### config.mk
export PLATFORM = sky130hd
export DESIGN_NAME = debug_command_decoder
export DESIGN_NICKNAME = d
export VERILOG_FILES = /design/src/rtl/debug_pkg.sv /design/src/rtl/debug_timeout_counter.sv /design/src/rtl/debug_command_decoder.sv
export SDC_FILE = /design/constraint.sdc
export NUM_CORES = 1
export LEC_CHECK = 0
export CAP_MARGIN = 10
export CORE_MARGIN = 3
export CORE_UTILIZATION = 55
export CTS_BUF_LIST = sky130_fd_sc_hd__clkbuf_16
export DETAILED_ROUTE_END_ITERATION = 8
export PLACE_DENSITY = 0.78
export SLEW_MARGIN = 20
export SYNTH_ARGS = -nofsm -noshare
export SYNTH_HDL_FRONTEND = slang
export SYNTH_SLANG_ARGS = --single-unit
export TNS_END_PERCENT = 10
### constraint.sdc
create_clock -name clock -period 2.1 [get_ports clock]
set_clock_uncertainty 0.1 [all_clocks]
set_input_delay 0.21 -clock clock [delete_from_list [all_inputs] [get_ports clock]]
set_output_delay 0.21 -clock clock [all_outputs]
set_load 0.02 [all_outputs]
### src/rtl/debug_pkg.sv
// debug_pkg: command bytes and FSM encoding shared by the debug RX decoder, debug TX and host script
package debug_pkg;

    localparam logic [7:0] CMD_RUN  = 8'h52;
    localparam logic [7:0] CMD_HALT = 8'h48;
    localparam logic [7:0] CMD_STEP = 8'h53;
    localparam logic [7:0] CMD_DUMP = 8'h44;
    localparam logic [7:0] CMD_CLR  = 8'h43;
    localparam logic [7:0] CMD_LOAD = 8'h4C;

    localparam logic [2:0] ST_IDLE       = 3'd0;
    localparam logic [2:0] ST_LD_ADDR_HI = 3'd1;
    localparam logic [2:0] ST_LD_ADDR_LO = 3'd2;
    localparam logic [2:0] ST_LD_DATA    = 3'd3;
    localparam logic [2:0] ST_WRITE      = 3'd4;
    localparam logic [2:0] ST_DUMP_WAIT  = 3'd5;

    function automatic logic is_load_state(input logic [2:0] s);
        return s == ST_LD_ADDR_HI || s == ST_LD_ADDR_LO || s == ST_LD_DATA;
    endfunction

endpackage

### src/rtl/debug_timeout_counter.sv
// debug_timeout_counter: counts stalled cycles and pulses expired_o on the TIMEOUT-th one
module debug_timeout_counter #(
    parameter int TIMEOUT = 1000000,
    parameter int TO_W    = 20
) (
    input  logic clk_i,
    input  logic rst_ni,
    input  logic clr_i,
    input  logic en_i,
    output logic expired_o
);

    localparam logic [TO_W-1:0] LAST = TO_W'(TIMEOUT - 1);

    logic [TO_W-1:0] cnt_q, cnt_d;

    assign expired_o = en_i && !clr_i && cnt_q == LAST;

    // Restart on clear or expiry, otherwise advance while enabled
    always_comb begin
        cnt_d = (clr_i || expired_o) ? '0 : en_i ? cnt_q + TO_W'(1) : cnt_q;
    end

    // Counter register
    always_ff @(posedge clk_i or negedge rst_ni) begin
        if (!rst_ni) cnt_q <= '0;
        else         cnt_q <= cnt_d;
    end

endmodule

### src/rtl/debug_command_decoder.sv
// debug_command_decoder: parses host command frames from the UART RX FIFO and drives pipeline control
module debug_command_decoder
    import debug_pkg::*;
#(
    parameter int ADDR_W  = 11,
    parameter int TIMEOUT = 1000000,
    parameter int TO_W    = 20
) (
    input  logic              clock,
    input  logic              reset_n,
    input  logic [7:0]        rx_data,
    input  logic              rx_empty,
    output logic              rd_uart,
    output logic              pipe_ce,
    output logic              imem_we,
    output logic [ADDR_W-1:0] imem_addr,
    output logic [31:0]       imem_wdata,
    output logic              dump_req,
    input  logic              dump_busy,
    output logic              cmd_error,
    output logic              halted
);

    logic [2:0]        state_q, state_d;
    logic              rd_q, rd_d;
    logic              step_q, step_d;
    logic              we_q, we_d;
    logic              dump_q, dump_d;
    logic              err_q, err_d;
    logic              halted_q, halted_d;
    logic [1:0]        idx_q, idx_d;
    logic [7:0]        hi_q, hi_d, lo_q, lo_d;
    logic [31:0]       data_q, data_d, wdata_q, wdata_d;
    logic [ADDR_W-1:0] addr_q, addr_d;
    logic              in_ld, intake, expired, oor;
    logic [15:0]       full_addr;

    assign in_ld     = is_load_state(state_q);
    assign intake    = in_ld || state_q == ST_IDLE;
    assign full_addr = {hi_q, lo_q};
    assign oor       = (full_addr >> ADDR_W) != 16'd0;

    // Stall timer for load frames; any pop or leaving the frame restarts it
    debug_timeout_counter #(
        .TIMEOUT (TIMEOUT),
        .TO_W    (TO_W)
    ) u_timeout (
        .clk_i     (clock),
        .rst_ni    (reset_n),
        .clr_i     (rd_q || !in_ld),
        .en_i      (in_ld && rx_empty),
        .expired_o (expired)
    );

    // Frame FSM: a byte is handled in the cycle its pop strobe is high, staged fields commit only in WRITE
    always_comb begin
        state_d  = state_q;
        rd_d     = intake && !rx_empty && !rd_q;
        step_d   = 1'b0;
        we_d     = 1'b0;
        dump_d   = 1'b0;
        err_d    = err_q;
        halted_d = halted_q;
        idx_d    = idx_q;
        hi_d     = hi_q;
        lo_d     = lo_q;
        data_d   = data_q;
        addr_d   = addr_q;
        wdata_d  = wdata_q;
        case (state_q)
            ST_IDLE: if (rd_q) begin
                if (rx_data == CMD_RUN)       halted_d = 1'b0;
                else if (rx_data == CMD_HALT) halted_d = 1'b1;
                else if (rx_data == CMD_STEP) step_d = halted_q;
                else if (rx_data == CMD_DUMP) state_d = ST_DUMP_WAIT;
                else if (rx_data == CMD_CLR)  err_d = 1'b0;
                else if (rx_data == CMD_LOAD) begin
                    if (halted_q) state_d = ST_LD_ADDR_HI;
                    else          err_d = 1'b1;
                end
                else err_d = 1'b1;
            end
            ST_LD_ADDR_HI: if (rd_q) begin
                hi_d    = rx_data;
                state_d = ST_LD_ADDR_LO;
            end
            ST_LD_ADDR_LO: if (rd_q) begin
                lo_d    = rx_data;
                idx_d   = 2'd0;
                state_d = ST_LD_DATA;
            end
            ST_LD_DATA: if (rd_q) begin
                data_d[{~idx_q, 3'b000} +: 8] = rx_data;
                idx_d = idx_q + 2'd1;
                if (idx_q == 2'd3) state_d = ST_WRITE;
            end
            ST_WRITE: begin
                state_d = ST_IDLE;
                if (oor) err_d = 1'b1;
                else begin
                    we_d    = 1'b1;
                    addr_d  = full_addr[ADDR_W-1:0];
                    wdata_d = data_q;
                end
            end
            ST_DUMP_WAIT: if (!dump_busy) begin
                dump_d  = 1'b1;
                state_d = ST_IDLE;
            end
            default: state_d = ST_IDLE;
        endcase
        if (expired) begin
            state_d = ST_IDLE;
            err_d   = 1'b1;
        end
    end

    // State and datapath registers
    always_ff @(posedge clock or negedge reset_n) begin
        if (!reset_n) begin
            state_q  <= ST_IDLE;
            rd_q     <= 1'b0;
            step_q   <= 1'b0;
            we_q     <= 1'b0;
            dump_q   <= 1'b0;
            err_q    <= 1'b0;
            halted_q <= 1'b1;
            idx_q    <= 2'd0;
            hi_q     <= 8'd0;
            lo_q     <= 8'd0;
            data_q   <= 32'd0;
            addr_q   <= '0;
            wdata_q  <= 32'd0;
        end else begin
            state_q  <= state_d;
            rd_q     <= rd_d;
            step_q   <= step_d;
            we_q     <= we_d;
            dump_q   <= dump_d;
            err_q    <= err_d;
            halted_q <= halted_d;
            idx_q    <= idx_d;
            hi_q     <= hi_d;
            lo_q     <= lo_d;
            data_q   <= data_d;
            addr_q   <= addr_d;
            wdata_q  <= wdata_d;
        end
    end

    assign rd_uart    = rd_q;
    assign pipe_ce    = !halted_q || step_q;
    assign imem_we    = we_q;
    assign imem_addr  = addr_q;
    assign imem_wdata = wdata_q;
    assign dump_req   = dump_q;
    assign cmd_error  = err_q;
    assign halted     = halted_q;

endmodule

# Word level (Yosys, flattened, before mapping)
# Cells that the tools add are included.
# totals
regBits	122
input_bits	12
out_inout_bits	49
word_cells	124
# classes
shifts	2
n_addsub	3
n_eq_ne	30
n_reduce_logical	30
muxes	43
bitwise	2
# op_table
operator	count
$eq A8 B7 Y1 const B	6
$mux W3	14
$mux W20	2
$bwmux W32	1
$shift A8 B7 Y32 const A	1
$shiftx A8 B7 Y32	1
$ne A3 B2 Y1 const B	10
$mux W1	21
$add A20 B1 Y20 const B	1
$eq A20 B20 Y1 const B	1
$reduce_bool A16 Y1	1
$pmux W3 S5	1
$reduce_and A12 Y1	1
$reduce_and A2 Y1	4
$reduce_and A8 Y1	1
$neg A5 Y7	1
$eq A3 B2 Y1 const B	2
$eq A3 B3 Y1 const B	2
$logic_or A1 B1 Y1	6
$reduce_and A3 Y1	2
$reduce_bool A2 Y1	3
$logic_and A1 B1 Y1	5
$logic_not A1 Y1	5
$ne A5 B4 Y1 const B	1
other kinds (15)	17

# Logic depth before layout (Yosys ltp)
# Gate-level depths: netlist of run 1.
# depth
depth_word	10
mapped_depth	8
mapped_depth_nobuf	6

# By module
# From an unflattened synthesis of run 1, not the netlist that was laid out.
# hier_totals
cells_unflattened	466
hier_area_um2	5275.1
# modules_own_cells
module	cells_per_inst	n_inst	area_each_um2	seq_area_each_um2
debug_command_decoder	360	1	4231.6	2553.7
debug_timeout_counter	106	1	1043.5	500.5

# Worst setup path after synthesis of run 1
# No wires, ideal clock.
# synth_path
kind	reg2reg
start	reg idx_q[0]
end	reg data_q[10]
t_arrival_ns	1.644
period_less_slack_ns	1.827
n_path_buf	0
slack_ns	0.273
path_stages_with_launch	6
required_ns	1.917
setup_time_ns	0.083
path_cell_list	dfrtp_1 inv_1 ha_1 nor3b_1 nand2_1 o21ai_0
# synth_via
elab_chain_cells	4
elab_cells_between_ends	5
cone_classes	1 x add/sub; 2 x shift; 1 x mux; 1 x bitwise
# synth_lines
element	line_no	source
start, declared	debug_command_decoder.sv:31	logic [1:0] idx_q, idx_d;
start signal, assigned	debug_command_decoder.sv:142	idx_q <= idx_d;
$not A2 Y2 *	debug_command_decoder.sv:93	data_d[{~idx_q, 3'b000} +: 8] = rx_data;
$neg A5 Y7 *	debug_command_decoder.sv:93	
$shiftx A8 B7 Y32 or $shift A8 B7 Y32 (tied branches)	debug_command_decoder.sv:93	
$bwmux W32 *	debug_command_decoder.sv:93	
end signal, assigned	debug_command_decoder.sv:145	data_q <= data_d;
end, declared	debug_command_decoder.sv:33	logic [31:0] data_q, data_d, wdata_q, wdata_d;
# Every way passes the cells marked *; elsewhere a longest branch is shown, timed or not.
# A chain may end at the register's enable or synchronous reset.

# Final worst setup path of run 1
# layout_path
start	reg state_q[2]
end	reg data_q[23]
# layout_via
elab_chain_cells	2
# layout_lines
element	line_no	source
start, declared	debug_command_decoder.sv:24	logic [2:0] state_q, state_d;
start signal, assigned	debug_command_decoder.sv:135	state_q <= state_d;
$eq A3 B2 Y1	debug_command_decoder.sv:70	case (state_q)
$reduce_and A2 Y1 (no source line)	n/a	
# Every way passes these cells.

==> impl_metrics.yaml, run 1 <==
drt:
  via_count: 4093
  drc: 0
  ant_nets: 0
  met1_length_um: 5138
  firstDrtPassIters: 4
  wl_um: 12020
  drtIter0Drc: 307
  detail_route.wl_per_cell_um: 15.57
  drt-vias-per-instance: 5.302
  highest_layer: "met4"
  dr_wl_met3_um: 748
  met2_length_um: 5910
worst_setup_path:
  path_cells: "nand2b_1 > nor2_1 > nand2_1 > nand2_1 > o21ai_0"
  critPathKind: "register to register"
  critPathCaptureType: "register"
  path_max_fanout: 16
  worst_ep_required_time_ns: 2.26
  cpMostUsedCell: "nand2_1"
  slowest_delay_ns: 0.49
  cp_data_arrival_time_ns: 2.10
  startpoint_type: "register"
  critical_path.slowest_cell: "dfrtp_1"
sta:
  max_slew_margin: 0.6685
  period_needed_ns: 1.942
  rsz0062_at_grt: "no"
  tns_ns: 0
  clock.fmax_ghz: 0.5148
  worst_pin_slew_ns: 0.4972
  setup_slack_ns: 0.1576
  min_period_over_period: 0.9250
  slew_viol_final: 0
  finalSetupViolations: 0
  finalHoldViolations: 0
placed_design:
  place_ws_ns: 0.1154
  gp_congestion: 0.8568
  dpl.hpwl_um: 7730
  io_buffers: 60
synthesis:
  ys_warn_count: 0
  syn_inst: 554
  yosysMostFrequentCell: "nand2_1"
  synth_fp_nets: 572
  yosys.area_share.adder: 0.01403
  synth_common_cells: "nand2_1 (218), dfrtp_1 (121), o21ai_0 (37), nor2_1 (28), mux2_2 (16)"
  ys_ff_latch: 122
  yosys.area.top_type_share: 0.5658
  synth_simple_gate_area_share: 0.2644
  yosys.area.top_type: "dfrtp_1"
  synthFlopType: "dfrtp_1"
  synth-compound-area-share: 0.05448
  synth.avg_cell_area_um2: 9.660
  seq_area_frac_synth: 0.5707
  synth.area.mux_share: 0.03554
  ys_types: 55
  syn_area_um2: 5351
  synthArstFlopShare: 1.000
  synth_top_family_by_area: "simple AND/OR/NAND/NOR gates"
  synth_edf_count: 0
  netlist_top_cells_area: "dfrtp_1 (57%), nand2_1 (15%), o21ai_0 (3.5%)"
  synthXorXnorAreaFrac: 0.02923
clock_tree:
  clockBufferDepth: 2
  cts.sinks: 122
  cts_setup_buffers: 0
  cts.clk_slew.worst_paths_ns: 0.06
  worstSkewPairLatency_ns: 0.41
  htree_levels: 4
  cts_root_buf: "clkbuf_16"
  cts_buffers: 17
  cts_tree: "built"
power_and_ir_drop:
  peakVddDrop_mv: 0.7336
  p_leak_nw: 3.136
  p_per_area_nw_per_um2: 1356
die:
  die-width_um: 104.6
  dieArea_um2: 10950
  dieHeight_um: 104.6
  start_util: 0.5737
  ios: 61
  coreArea_um2: 9328
  std_cell_rows: 35
grt:
  antenna_found_initial: 0
  grtUsageTotal: 0.2371
  grt_max_degree: 58
  first_global_vias: 4211
  globalRoute.totalOverflow: 0
  grt_first_pass_wirelength_um: 20740
hold_path:
  min_path_type: "input pin to asynchronous set/reset pin"
layout:
  diodes: 0
  utilization: 0.7231
  area_growth_pct: 26.05
  multi_input_area_um2: 2131
  drive_gt1_frac: 0.1306
  nNetsFinal: 649
  fill_cells: 676
  regArea_um2: 3054
flow_run:
  drv_cap: 0
outcome:
  status: "finished clean"
-- worst paths after layout --
kind                             endpoint  depth (start not counted)  slack [ns]        from
min in group clock               dump_req                          2        0.31   dump_busy
setup reg to reg               data_q[23]                          5        0.16  state_q[2]
max in group asynchronous       cmd_error                          3        0.94     reset_n
hold reg to reg              imem_addr[8]                          2        0.37     hi_q[0]
hold / removal             imem_wdata[17]                          2        0.21     reset_n
setup / recovery               data_q[23]                          5        0.16  state_q[2]
-- what timing repair did --
action | CTS | global route
endpoints found under the setup margin | 0 | 1
hold buffers | 1 | 0
gates resized for setup | 0 | 1
hold endpoints to repair | 38 | 0
-- registers in the layout (all words and copies together), names as in the netlist --
name             cells
dump_req             1
idx_q                2
lo_q                 8
cmd_error            1
state_q              3
imem_wdata          32
halted               1
u_timeout.cnt_q     20
imem_addr           11
data_q              32
imem_we              1
hi_q                 8
step_q               1
rd_uart              1
-- area by class of cell --
cell class	count	area share
clock buffer	17	0.06307
clock inverter	14	0.02319
inverter	7	0.003895
multi-input combinational	401	0.3159
sequential	122	0.4528
tap	129	0.02393
timing repair buffer	82	0.1172
-- placed cells by master, fill, tap and decap left out, drive strengths merged, types with 5 or more instances in the layout --
master / instances
nor3b: 5
clkinv: 8
nand3: 6
nor4: 6
nand2b: 5
ha: 6
clkbuf: 17
mux2: 16
o21ai: 38
nand2: 219
xor2: 6
nor2: 30
clkdlybuf4s50: 59
dfrtp: 121
buf: 22
inv: 7
nand4: 8
xnor2: 11
nor3: 11
-- power by group --
group          switching [mW]  total, mW  internal, mW
registers               0.520       3.66          3.14
clock network            1.03       2.87          1.84
logic                    1.45       2.62          1.16
-- layer usage --
| metal | vias up | global-route usage |
|---|---|---|
| met5 | - | 0 |
| met3 | 24 | 0.05435 |
| li1 | 1961 | - |
| met1 | 1991 | 0.3127 |
| met2 | 117 | 0.3935 |
| met4 | 0 | 0.07216 |
-- metrics by stage --
| stage | hold WS, ns | cells | instance area, µm² | total power, mW |
|---|---|---|---|---|
| after floorplan | -0.1856 | 554 | 5351 | 5.235 |
| after global placement | 0.1096 | 740 | 6151 | 6.158 |
| after detailed placement | 0.1085 | 740 | 6151 | 6.259 |
| after CTS | 0.2269 | 772 | 6743 | 9.211 |
| after global routing | 0.2617 | 772 | 6745 | 9.679 |
| final | 0.2150 | 772 | 6745 | 9.149 |
-- critical path: cells and delay by family (launching register included) --
family	cells	cell delay [ns]
and+or+nand+nor	4	1.08
AOI/OAI and AO/OA	1	0.13
DFF	1	0.49
-- logic make-up (layout without fill, tap and decap cells) --
family | Yosys count | after routing
AOI/OAI and AO/OA | 50 | 50
and+or+nand+nor | 311 | 311
buffers and inverters | 31 | 120
xor gates and xnor gates | 17 | 17
muxes | 17 | 17
DFF | 122 | 122
adders and majority gates | 6 | 6
No activity file was read; power rests on OpenSTA's default activity.
==> run 2: changes to the inputs <==
--- a/config.mk
+++ b/config.mk
@@ -5,11 +5,13 @@
 export SDC_FILE = /design/constraint.sdc
 export NUM_CORES = 1
 export LEC_CHECK = 0
+export ABC_CLOCK_PERIOD_IN_PS = 2100
 export CAP_MARGIN = 10
 export CORE_MARGIN = 3
 export CORE_UTILIZATION = 55
 export CTS_BUF_LIST = sky130_fd_sc_hd__clkbuf_16
 export DETAILED_ROUTE_END_ITERATION = 8
+export GPL_TIMING_DRIVEN = 0
 export PLACE_DENSITY = 0.78
 export SLEW_MARGIN = 20
 export SYNTH_ARGS = -nofsm -noshare
==> run 2 against run 1 <==
  * The run now ends with setup timing left
  * Worst hold slack worse by 0.037 ns
  * Sequential share of layout area down 0.28 points
  * Global-route usage down 1.1 points
  * Largest cell class unchanged
==> impl_metrics.yaml, run 2 (same netlist as run 1, synthesis figures left out) <==
layout:
  diodes: 0
  fin_area_um2: 6787
  utilization: 0.7276
  layout_commonest_cell: "nand2_1"
  nNetsFinal: 651
  stdcell_count: 775
  drive_gt1_frac: 0.1300
  final_cell_mix: "nand2_1 (218), dfrtp_1 (121), clkdlybuf4s50_1 (57)"
  fill_cells: 669
  area_growth_pct: 26.82
  regArea_um2: 3054
  multi_input_area_um2: 2155
worst_setup_path:
  critPathCaptureType: "register"
  reg2reg_to: "data_q[0]"
  worst_ep_required_time_ns: 2.30
  cp_data_arrival_time_ns: 2.31
  r2r.worst_path.cells: 5
  slowest_delay_ns: 0.53
  critPathKind: "register to register"
  startpoint_type: "register"
  r2r-start: "idx_q[0]"
  reg2reg_slack_ns: -0.001
  path_max_fanout: 9
  path_cells: "inv_1 > ha_1 > nor2_1 > nand2_1 > o21ai_0"
  critical_path.slowest_cell: "dfrtp_1"
drt:
  detail_route.wl_per_cell_um: 15.40
  ant_nets: 0
  drtIter0Drc: 204
  drt-vias-per-instance: 5.374
  firstDrtPassIters: 5
  drc: 0
  wl_um: 11940
  via_count: 4165
grt:
  grtUsageTotal: 0.2261
  grt_max_degree: 69
  antenna_found_initial: 0
  first_global_vias: 4101
  globalRoute.totalOverflow: 0
  grt_first_pass_wirelength_um: 19910
flow_run:
  drv_cap: 0
sta:
  finalHoldWorstSlack_ns: 0.1778
  min_period_over_period: 1.001
  clock.fmax_ghz: 0.4759
  period_needed_ns: 2.101
  slew_viol_final: 0
  max_slew_margin: 0.4746
  rsz0062_at_grt: "yes"
  finalSetupViolations: 1
  setup_slack_ns: -0.001382
  finalHoldViolations: 0
  worst_pin_slew_ns: 0.7847
die:
  std_cell_rows: 35
  dieArea_um2: 10950
  coreArea_um2: 9328
  start_util: 0.5737
  dieHeight_um: 104.6
  die-width_um: 104.6
  ios: 61
clock_tree:
  cts_buffers: 17
  cts_root_buf: "clkbuf_16"
  worstSkewPairLatency_ns: 0.41
  cts.clk_slew.worst_paths_ns: 0.06
  cts_tree: "built"
  cts.sinks: 122
  clockBufferDepth: 2
  htree_levels: 4
hold_path:
  min_path_type: "input pin to register"
  hold_end: "data_q[9]"
  hp-start: "rx_data[1]"
  min_path_cells: 3
placed_design:
  gp_congestion: 0.8719
  placed_cells: 742
  io_buffers: 58
  dpl.hpwl_um: 7657
  place_ws_ns: -0.1505
  place_area_um2: 6122
power_and_ir_drop:
  peakVddDrop_mv: 0.8110
  p_leak_nw: 3.150
  p_per_area_nw_per_um2: 1390
outcome:
  violations: "setup timing"
  status: "finished with violations"
## run 2: cell types whose count changed in the layout (fill, tap and decap cells not counted), moves of 3 or more
cell | before | now
clkbuf_1 | 0 | 8
clkinv_1 | 3 | 0
buf_6 | 0 | 4
buf_2 | 0 | 9
buf_4 | 20 | 2
## run 2: layout make-up
cell class / instances / share of cell area
timing repair buffer: 60 / 0.09126
clock buffer: 17 / 0.06268
multi-input combinational: 401 / 0.3175
clock inverter: 15 / 0.02950
sequential: 122 / 0.4500
inverter: 7 / 0.004240
tap: 129 / 0.02378
buffer: 24 / 0.02102
## run 2: repair_timing
| action | in CTS | in global routing |
|---|---|---|
| resized for setup | 3 | 3 |
| hold buffers | 1 | 0 |
| setup endpoints to repair | 33 | 55 |
| buffers inserted | 0 | 0 |
| endpoints found under the hold margin | 66 | 0 |
## run 2: critical path: cells and delay by family, from the launching register on
kind | cells | cell delay [ns]
AND/OR/NAND/NOR | 2 | 0.61
flip-flops | 1 | 0.53
adder cells (fa/ha/maj) | 1 | 0.40
AO/OA/AOI/OAI | 1 | 0.23
buffers and inverters | 1 | 0.14
## run 2: how the worst max path moves through the flow
stage                           from                  to  slack [ns]  cells after the start
after CTS                 state_q[0]        imem_addr[9]       0.004                      8
after floorplan             idx_q[0]          data_q[10]        0.27                      5
after global routing        idx_q[0]           data_q[0]       -0.09                      5
after global placement       reset_n  u_timeout.cnt_q[5]       -3.76                      1
final                       idx_q[0]           data_q[0]      -0.001                      5
after detailed placement  rx_data[6]              halted       -0.15                      5
## run 2: metal layers
layer	vias up	share of wire	track usage
met2	119	0.49	0.3727
met1	2047	0.43	0.3044
li1	1972	-	-
met4	0	0.019	0.07123
met3	27	0.057	0.04509
met5	-	0	0
## run 2: per-stage QoR
step / power (mW) / TNS (ns)
finish: 9.431 / -0.001382
global route: 9.910 / -0.4672
CTS: 9.463 / 0
detailed placement: 6.324 / -0.7534
global placement: 6.220 / -456.36
floorplan: 5.235 / 0
## run 2: power by group
group          internal (mW)  switching (mW)  leakage, nW
Sequential              3.14           0.462         1.52
Combinational           1.22            1.54         1.32
Clock                   1.99            1.07        0.306
